File: src/rtl/periph_bus_pkg.sv
// Shared types and address map for the peripheral register bus.
package periph_bus_pkg;

    typedef enum logic [1:0] {
        IDLE   = 2'd0,
        ACCESS = 2'd1,
        WAIT   = 2'd2,
        RESP   = 2'd3
    } bus_state_e;

    localparam int          DATA_W       = 16;
    localparam int          SLOT_FIELD_W = 6;
    localparam logic [15:0] PERIPH_BASE  = 16'hFF00;

    localparam int unsigned SLOT_TIMER   = 0;

    localparam logic [1:0]  TIMER_COUNT  = 2'd0;
    localparam logic [1:0]  TIMER_PERIOD = 2'd1;
    localparam logic [1:0]  TIMER_CTRL   = 2'd2;
    localparam logic [1:0]  TIMER_STATUS = 2'd3;

endpackage

File: src/rtl/periph_bus_master_addr_decode.sv
// Splits a CPU word address into window hit, slot number and register index.
module periph_addr_decode
    import periph_bus_pkg::*;
#(
    parameter int          N_SLOTS   = 4,
    parameter logic [15:0] BASE_ADDR = PERIPH_BASE
) (
    input  logic [15:0]             cpu_addr_i,
    output logic                    hit_o,
    output logic [SLOT_FIELD_W-1:0] slot_o,
    output logic [1:0]              reg_o
);

    logic [SLOT_FIELD_W-1:0] slot_field;

    assign slot_field = cpu_addr_i[7:2];
    assign slot_o     = slot_field;
    assign reg_o      = cpu_addr_i[1:0];
    assign hit_o      = (cpu_addr_i[15:8] == BASE_ADDR[15:8]) &&
                        ({26'd0, slot_field} < 32'(N_SLOTS));

endmodule

File: src/rtl/periph_bus_master.sv
// Single-request CPU-to-peripheral bus master with one-hot slot chipselects.
// state  | meaning
// IDLE   | ready for a CPU request
// ACCESS | one-cycle strobe with chipselect/addr/write_data on the bus
// WAIT   | load only: chipselect held while read data settles
// RESP   | one-cycle cpu_done (with cpu_err on a miss)
module periph_bus_master
    import periph_bus_pkg::*;
#(
    parameter int          N_SLOTS      = 4,
    parameter logic [15:0] BASE_ADDR    = PERIPH_BASE,
    parameter int          READ_LATENCY = 1
) (
    input  logic                    clk_i,
    input  logic                    reset_n_i,
    input  logic                    cpu_req_i,
    input  logic                    cpu_we_i,
    input  logic [15:0]             cpu_addr_i,
    input  logic [15:0]             cpu_wdata_i,
    output logic                    cpu_ready_o,
    output logic                    cpu_done_o,
    output logic                    cpu_err_o,
    output logic [15:0]             cpu_rdata_o,
    output logic [1:0]              addr_o,
    output logic [15:0]             write_data_o,
    output logic                    write_en_o,
    output logic                    read_en_o,
    output logic [N_SLOTS-1:0]      chipselect_o,
    input  logic [16*N_SLOTS-1:0]   read_data_i
);

    bus_state_e              state_q;
    logic                    cpu_ready_q;
    logic                    cpu_done_q;
    logic                    cpu_err_q;
    logic [15:0]             cpu_rdata_q;
    logic [1:0]              addr_q;
    logic [15:0]             write_data_q;
    logic                    write_en_q;
    logic                    read_en_q;
    logic [N_SLOTS-1:0]      chipselect_q;
    logic [SLOT_FIELD_W-1:0] slot_q;
    logic                    we_q;
    logic [2:0]              wait_cnt_q;

    logic                    dec_hit;
    logic [SLOT_FIELD_W-1:0] dec_slot;
    logic [1:0]              dec_reg;
    logic [N_SLOTS-1:0]      cs_onehot;
    logic [15:0]             rd_slice;

    periph_addr_decode #(
        .N_SLOTS   (N_SLOTS),
        .BASE_ADDR (BASE_ADDR)
    ) u_decode (
        .cpu_addr_i (cpu_addr_i),
        .hit_o      (dec_hit),
        .slot_o     (dec_slot),
        .reg_o      (dec_reg)
    );

    always_comb begin
        cs_onehot = '0;
        for (int s = 0; s < N_SLOTS; s++) begin
            if (dec_slot == SLOT_FIELD_W'(s)) cs_onehot[s] = 1'b1;
        end
    end

    always_comb begin
        rd_slice = '0;
        for (int s = 0; s < N_SLOTS; s++) begin
            if (slot_q == SLOT_FIELD_W'(s)) rd_slice = read_data_i[16*s +: 16];
        end
    end

    always_ff @(posedge clk_i) begin
        if (!reset_n_i) begin
            state_q      <= IDLE;
            cpu_ready_q  <= 1'b1;
            cpu_done_q   <= 1'b0;
            cpu_err_q    <= 1'b0;
            cpu_rdata_q  <= '0;
            addr_q       <= '0;
            write_data_q <= '0;
            write_en_q   <= 1'b0;
            read_en_q    <= 1'b0;
            chipselect_q <= '0;
            slot_q       <= '0;
            we_q         <= 1'b0;
            wait_cnt_q   <= '0;
        end else begin
            // Strobes and completion are single-cycle pulses by construction.
            write_en_q <= 1'b0;
            read_en_q  <= 1'b0;
            cpu_done_q <= 1'b0;
            cpu_err_q  <= 1'b0;
            unique case (state_q)
                IDLE: begin
                    if (cpu_req_i) begin
                        cpu_ready_q <= 1'b0;
                        cpu_rdata_q <= '0;
                        we_q        <= cpu_we_i;
                        slot_q      <= dec_slot;
                        if (dec_hit) begin
                            state_q      <= ACCESS;
                            chipselect_q <= cs_onehot;
                            addr_q       <= dec_reg;
                            write_data_q <= cpu_wdata_i;
                            write_en_q   <= cpu_we_i;
                            read_en_q    <= !cpu_we_i;
                        end else begin
                            state_q    <= RESP;
                            cpu_done_q <= 1'b1;
                            cpu_err_q  <= 1'b1;
                        end
                    end
                end
                ACCESS: begin
                    if (we_q) begin
                        state_q      <= RESP;
                        cpu_done_q   <= 1'b1;
                        chipselect_q <= '0;
                        addr_q       <= '0;
                        write_data_q <= '0;
                    end else begin
                        state_q    <= WAIT;
                        wait_cnt_q <= 3'(READ_LATENCY - 1);
                    end
                end
                WAIT: begin
                    if (wait_cnt_q == 3'd0) begin
                        state_q      <= RESP;
                        cpu_done_q   <= 1'b1;
                        cpu_rdata_q  <= rd_slice;
                        chipselect_q <= '0;
                        addr_q       <= '0;
                        write_data_q <= '0;
                    end else begin
                        wait_cnt_q <= wait_cnt_q - 3'd1;
                    end
                end
                RESP: begin
                    state_q     <= IDLE;
                    cpu_ready_q <= 1'b1;
                end
                default: state_q <= IDLE;
            endcase
        end
    end

    assign cpu_ready_o  = cpu_ready_q;
    assign cpu_done_o   = cpu_done_q;
    assign cpu_err_o    = cpu_err_q;
    assign cpu_rdata_o  = cpu_rdata_q;
    assign addr_o       = addr_q;
    assign write_data_o = write_data_q;
    assign write_en_o   = write_en_q;
    assign read_en_o    = read_en_q;
    assign chipselect_o = chipselect_q;

endmodule

File: config.mk
export PLATFORM = sky130hd
export DESIGN_NAME = periph_bus_master
export DESIGN_NICKNAME = d
export VERILOG_FILES = /design/src/rtl/periph_bus_pkg.sv /design/src/rtl/periph_bus_master_addr_decode.sv /design/src/rtl/periph_bus_master.sv
export SDC_FILE = /design/constraint.sdc
export NUM_CORES = 1
export LEC_CHECK = 0
export CAP_MARGIN = 20
export CORE_MARGIN = 2
export CORE_UTILIZATION = 30
export CTS_BUF_LIST = sky130_fd_sc_hd__clkbuf_8
export CTS_CLUSTER_SIZE = 8
export DETAILED_ROUTE_END_ITERATION = 12
export SYNTH_ARGS = -nofsm -noshare
export SYNTH_HDL_FRONTEND = slang
export SYNTH_SLANG_ARGS = --single-unit
export TNS_END_PERCENT = 100
File: constraint.sdc
create_clock -name clk_i -period 2.9 [get_ports clk_i]
set_input_delay 0.725 -clock clk_i [delete_from_list [all_inputs] [get_ports clk_i]]
set_output_delay 0.725 -clock clk_i [all_outputs]
set_load 0.02 [all_outputs]
==> results of run 1 <==
## final timing paths
| check | from | end | slack (ps) | depth (start not counted) |
|---|---|---|---|---|
| setup reg to reg | state_q[0] | cpu_rdata_o[6] | 600 | 6 |
| setup / recovery | cpu_addr_i[7] | cpu_done_o | 490 | 5 |
| hold reg to reg | wait_cnt_q[1] | wait_cnt_q[1] | 460 | 2 |
| hold / removal | wait_cnt_q[1] | wait_cnt_q[1] | 460 | 2 |
## critical path: stages
cell and delay [ps]:
clkdlybuf4s50_1 420, or4_4 600, or3_1 470, a222oi_1 310, nor3b_1 80
## kinds of logic (layout without fill, tap and decap cells)
kind of cell | Yosys count | after routing | synth area share
mux | 53 | 53 | 0.187
fa+ha+maj | 7 | 7 | 0.0309
xor+xnor | 1 | 1 | 0.00310
flops | 55 | 55 | 0.389
buf+inv | 28 | 160 | 0.0438
simple gates | 101 | 101 | 0.191
compound gates | 58 | 58 | 0.154
## area by class of cell
type                            count  area (sq um)  share of cell area
Multi-Input combinational cell    220          1610               0.364
Sequential cell                    55          1100               0.249
Inverter                            7          26.3             0.00593
Timing Repair Buffer              145          1450               0.328
Clock buffer                        7          96.3              0.0218
Tap cell                          111           139              0.0314
Clock inverter                      1          3.75            0.000847
## metal layers
layer,track usage,vias to the layer above
met4,0.0343,0
met5,0,-
met3,0.0614,5
li1,-,1354
met2,0.261,133
met1,0.194,1223
## cells in the final DEF (no fill, tap or decap), types with 2 or more instances in the layout
| cell | synthesis | final |
|---|---|---|
| dfxtp_1 | 55 | 54 |
| nand3_1 | 3 | 3 |
| nor2_1 | 4 | 4 |
| inv_1 | 6 | 7 |
| ha_1 | 7 | 7 |
| clkbuf_8 | 0 | 7 |
| a221oi_1 | 2 | 2 |
| nand3b_1 | 18 | 18 |
| nand2_1 | 47 | 47 |
| clkdlybuf4s50_1 | 0 | 141 |
| o22ai_1 | 16 | 16 |
| nor3_1 | 4 | 3 |
| a21oi_1 | 9 | 9 |
| nor3b_1 | 3 | 3 |
| nand2b_1 | 4 | 4 |
| buf_4 | 0 | 2 |
| mux2i_1 | 53 | 53 |
| nand4_1 | 2 | 2 |
| or3_1 | 2 | 2 |
| nor2b_1 | 5 | 5 |
| o21ai_0 | 7 | 7 |
| a22o_1 | 15 | 15 |
| and2_1 | 3 | 3 |
| a21boi_0 | 2 | 2 |
## sequential cells by signal, summed over array words and instances, names as in the netlist
| name | count |
|---|---|
| slot_q | 6 |
| wait_cnt_q | 3 |
| state_q | 2 |
| write_en_o | 1 |
| we_q | 1 |
| read_en_o | 1 |
| cpu_ready_o | 1 |
| chipselect_o | 4 |
| cpu_done_o | 1 |
| addr_o | 2 |
| cpu_err_o | 1 |
| write_data_o | 16 |
| cpu_rdata_o | 16 |
## report_power, final
| part | leakage, nW | switching, mW | internal [mW] |
|---|---|---|---|
| combinational | 1.15 | 0.851 | 0.835 |
| clock | 0.0557 | 0.247 | 0.215 |
| sequential | 0.448 | 0.128 | 0.915 |
## synthesized netlist by cell type, drive strengths merged, types with 2 or more instances
cell type  instances  area, sq um
a221oi             2         17.5
o21ai              7         35.0
o22ai             16          100
nand3              3         15.0
buf                5         37.5
nor2               4         15.0
clkbuf            16         60.1
a22o              15          131
or3                2         12.5
nand2b             4         25.0
ha                 7         87.6
nor3b              3         22.5
nand2             47          176
nor2b              5         31.3
nand4              2         12.5
inv                6         22.5
dfxtp             55         1100
a21boi             2         15.0
and2               3         18.8
mux2i             53          531
nand3b            18          135
nor3               4         20.0
a21oi             10         53.8
## stage by stage
stage	instances	setup slack (ps)	hold WS [ps]
after CTS	546	492	460
final	546	494	458
after floorplan	303	712	432
after global placement	538	195	444
after global routing	546	373	479
after detailed placement	538	151	446
==> key figures, run 1 <==
Detailed routing
  – Via count: 2715
  – Top layer used by detailed routing: met4
  – Detail Route Antenna Nets: 0
  – Avg WL per Cell: 15.3 microns
  – TritonRoute pass-1 iters: 4
  – DR WL met2: 3610 microns
  – DRC: 0
  – Vias per cell: 4.97
  – M1 wire length: 3740 microns
  – DRT iter0 DRCs: 60
  – WL met3: 960 microns
  – Post-Route WL: 8380 microns

Timing
  – Period utilization: 0.830
  – RSZ-0062 raised after global routing: false
  – Fin. max-slew vios: 0
  – Crit path time final: 2410 ps
  – Rel. slew slack: 0.314
  – Worst Tran Pin Value: 1020 ps
  – Final setup vio count: 0
  – TNS Setup: 0 ps
  – Fmax: 416 MHz
  – Fin. Hold Viols: 0
  – Clk_skew: 7.94 ps

Placement
  – HPWL Detailed: 6290 microns
  – PortBufs: 142
  – Placed cell area: 0.00433 sq mm
  – Placer Congestion: 0.713

Critical path
  – Critical Path RT: 3090 ps
  – Setup Crit Path Kind: in2reg
  – CP max FO: 5
  – Startpoint types: input pin
  – Worst Path Arrival: 2600 ps
  – CP endpoint kind: flip-flop

Clock tree
  – CTS tree: yes
  – CTS Sinks: 55
  – Post-CTS Repair Setup Buffers: 0
  – Total clock buffers created by CTS: 5
  – Clock root cell: clkbuf_8
  – CTS HTree Levels: 2
  – Post_cts resized: 0
  – Max Root-Sink Buffers: 2
  – Clk_lat worst skew: 300 ps
  – Worst-path clk slew: 100 ps
  – Hold-fix buffers, CTS: 0

Logic synthesis
  – Cell area after synthesis: 0.00283 sq mm
  – Most common flop cell mapped by yosys: dfxtp_1
  – Syn Area/Cell: 9.34 sq um
  – Post-synth EDFFs: 0
  – Sequential fraction of the synthesis area: 0.389
  – Post-Synthesis Cells: 303
  – Net Count, Synth: 410
  – Yosys warning total: 0
  – Library cells used by synthesis: 39
  – Asr flop ratio synth: 0
  – Post-synthesis register bit count: 55

Cells and area
  – Nets: 541
  – Fillers: 890
  – Final instance area: 0.00443 sq mm
  – Share of cells above drive strength 1: 0.0437
  – Area Growth Syn to Fin: 56.5%
  – N_diodes: 0
  – Post-layout util: 0.482

Power and ir drop
  – Leak: 1.65 nW
  – Tot Pwr: 3.19 mW
  – Power Dens Cells: 720 mW/mm^2
  – Peak supply drop: 0.333 mV

Floorplan
  – # rows: 35
  – Core Region: 0.00920 sq mm
  – Io pins: 143
  – Starting density of the core: 0.308
  – Die H: 101 microns
  – Die Width: 101 microns
  – DIE AREA: 0.0102 sq mm

Global routing
  – GRT overflow: 0
  – Largest net degree at the start of global routing: 52
  – First-pass GRT wire length: 12800 microns
  – Number of global-route vias before repair: 2660
  – Initial antenna violation count: 0
  – GRT Total Usage: 0.157

Run
  – Max cap viols: 0

Status
  – Outcome: finished, final reports clean

Worst hold path
  – HP Class: reg2reg
No activity file was read; power rests on OpenSTA's default activity.
==> inputs of run 2 (changes only) <==
==> constraint.sdc (replaced) <==
create_clock -name clk_i -period 2.29 [get_ports clk_i]
set_input_delay 0.5725 -clock clk_i [delete_from_list [all_inputs] [get_ports clk_i]]
set_output_delay 0.5725 -clock clk_i [all_outputs]
set_load 0.02 [all_outputs]
==> key figures, run 2 (same netlist as run 1, synthesis figures left out) <==
Critical path
  – Critical Path RT: 2490 ps
  – Cell Chain, Critical Path: clkdlybuf4s50_1 > or4_4 > or3_1 > a222oi_1 > nor3b_1
  – CP endpoint kind: flip-flop
  – CP max stage delay: 600 ps
  – Setup Crit Path Kind: in2reg
  – Worst Path Arrival: 2440 ps
  – CP max FO: 4
  – Startpoint types: input pin
  – Buf+Inv Stages, Crit Path: 1
  – Slowest CP cell: or4_4
  – Largest delay share family, worst path: simple AND/OR/NAND/NOR gates

Cells and area
  – Most frequent cells in the layout: 141 x clkdlybuf4s50_1, 54 x dfxtp_1, 53 x mux2i_1, 47 x nand2_1, 18 x nand3b_1
  – Share of cells above drive strength 1: 0.0673
  – Fillers: 935
  – Area of the multi-input gates: 0.00161 sq mm
  – Sequential cell area: 0.00110 sq mm
  – Leading cell type in the layout, fill and taps excluded: clkdlybuf4s50_1
  – N_diodes: 0
  – Nets: 552
  – Area Growth Syn to Fin: 59.0%
  – Final instance area: 0.00450 sq mm
  – Final non-filler cell total: 557

Timing
  – RSZ-0062 raised after global routing: false
  – Crit path time final: 2250 ps
  – Final setup vio count: 0
  – Rel. slew slack: 0.351
  – Min Hold Slack: 461 ps
  – Worst Tran Pin Value: 974 ps
  – Fmax: 445 MHz
  – Setup WS post-layout: 40.7 ps
  – Fin. max-slew vios: 0
  – Fin. Hold Viols: 0
  – Clk_skew: 11.5 ps
  – Period utilization: 0.982

Clock tree
  – Post-CTS Repair Setup Buffers: 0
  – CTS tree: yes
  – Hold-fix buffers, CTS: 0
  – Worst-path clk slew: 100 ps
  – CTS HTree Levels: 2
  – CTS Sinks: 55
  – Clock root cell: clkbuf_8
  – Max Root-Sink Buffers: 2
  – Total clock buffers created by CTS: 5
  – Post_cts resized: 0
  – Clk_lat worst skew: 310 ps

Detailed routing
  – Avg WL per Cell: 15.3 microns
  – TritonRoute pass-1 iters: 4
  – Via count: 2775
  – Detail Route Antenna Nets: 0
  – DRT iter0 DRCs: 56
  – Vias per cell: 4.98
  – Post-Route WL: 8510 microns
  – DRC: 0

Global routing
  – Initial antenna violation count: 0
  – GRT overflow: 0
  – Number of global-route vias before repair: 2765
  – GRT Total Usage: 0.159
  – Largest net degree at the start of global routing: 52
  – First-pass GRT wire length: 13000 microns

Placement
  – Placed cell area: 0.00441 sq mm
  – Post-Place Cells: 549
  – Placer Congestion: 0.761
  – PortBufs: 142
  – HPWL Detailed: 6530 microns
  – DP Worst Slack: -303 ps

Floorplan
  – Die Width: 101 microns
  – DIE AREA: 0.0102 sq mm
  – # rows: 35
  – Die H: 101 microns
  – Io pins: 143
  – Starting density of the core: 0.308
  – Core Region: 0.00920 sq mm

Power and ir drop
  – Tot Pwr: 4.13 mW
  – Leak: 1.70 nW
  – Power Dens Cells: 917 mW/mm^2
  – Peak supply drop: 0.452 mV

Run
  – Max cap viols: 0

Status
  – Outcome: finished, final reports clean

Worst hold path
  – HP Class: reg2reg
[run 2: changes by cell type in the layout (fill, tap and decap cells not counted)]
| cell | delta |
|---|---|
| inv_6 | +1 |
| clkinvlp_4 | +1 |
| buf_4 | +11 |
| clkbuf_8 | -2 |
[run 2: cell type report]
| cell class | instances | share of cell area |
|---|---|---|
| Clock buffer | 5 | 0.0153 |
| Multi-Input combinational cell | 220 | 0.358 |
| Inverter | 7 | 0.00584 |
| Timing Repair Buffer | 156 | 0.341 |
| Clock inverter | 3 | 0.00445 |
| Tap cell | 111 | 0.0309 |
| Sequential cell | 55 | 0.245 |
[run 2: through the flow]
stage          TNS [ps]  utilization
2_1_floorplan         0            -
3_3_place_gp      -4740        0.480
3_5_place_dp      -5760        0.480
4_1_cts               0        0.489
5_1_grt               0        0.489
6_report              0        0.489
[run 2: power by group]
group | internal, mW | total (mW) | switching, mW | leakage, nW
Combinational | 1.15 | 2.25 | 1.10 | 1.20
Sequential | 1.16 | 1.32 | 0.166 | 0.448
Clock | 0.216 | 0.551 | 0.334 | 0.0460
[run 2: worst paths after layout]
| check | to | cells past startpoint | start | slack [ps] |
|---|---|---|---|---|
| hold / removal | wait_cnt_q[1] | 2 | wait_cnt_q[1] | 460 |
| hold reg to reg | wait_cnt_q[1] | 2 | wait_cnt_q[1] | 460 |
| setup reg to reg | cpu_rdata_o[12] | 6 | state_q[0] | 350 |
| setup / recovery | cpu_done_o | 5 | cpu_addr_i[7] | 40 |
[run 2: per-layer routing]
| layer | vias up | GRT usage | wire, microns |
|---|---|---|---|
| met4 | 0 | 0.0374 | 59 |
| li1 | 1374 | - | - |
| met1 | 1266 | 0.192 | 3820 |
| met2 | 131 | 0.272 | 3730 |
| met5 | - | 0 | 0 |
| met3 | 4 | 0.0545 | 906 |
[run 2: tightest hold or removal path, stage by stage, from the launching register on]
cell and delay [ps]:
dfxtp_1 320, nand2_1 50, a21oi_1 50
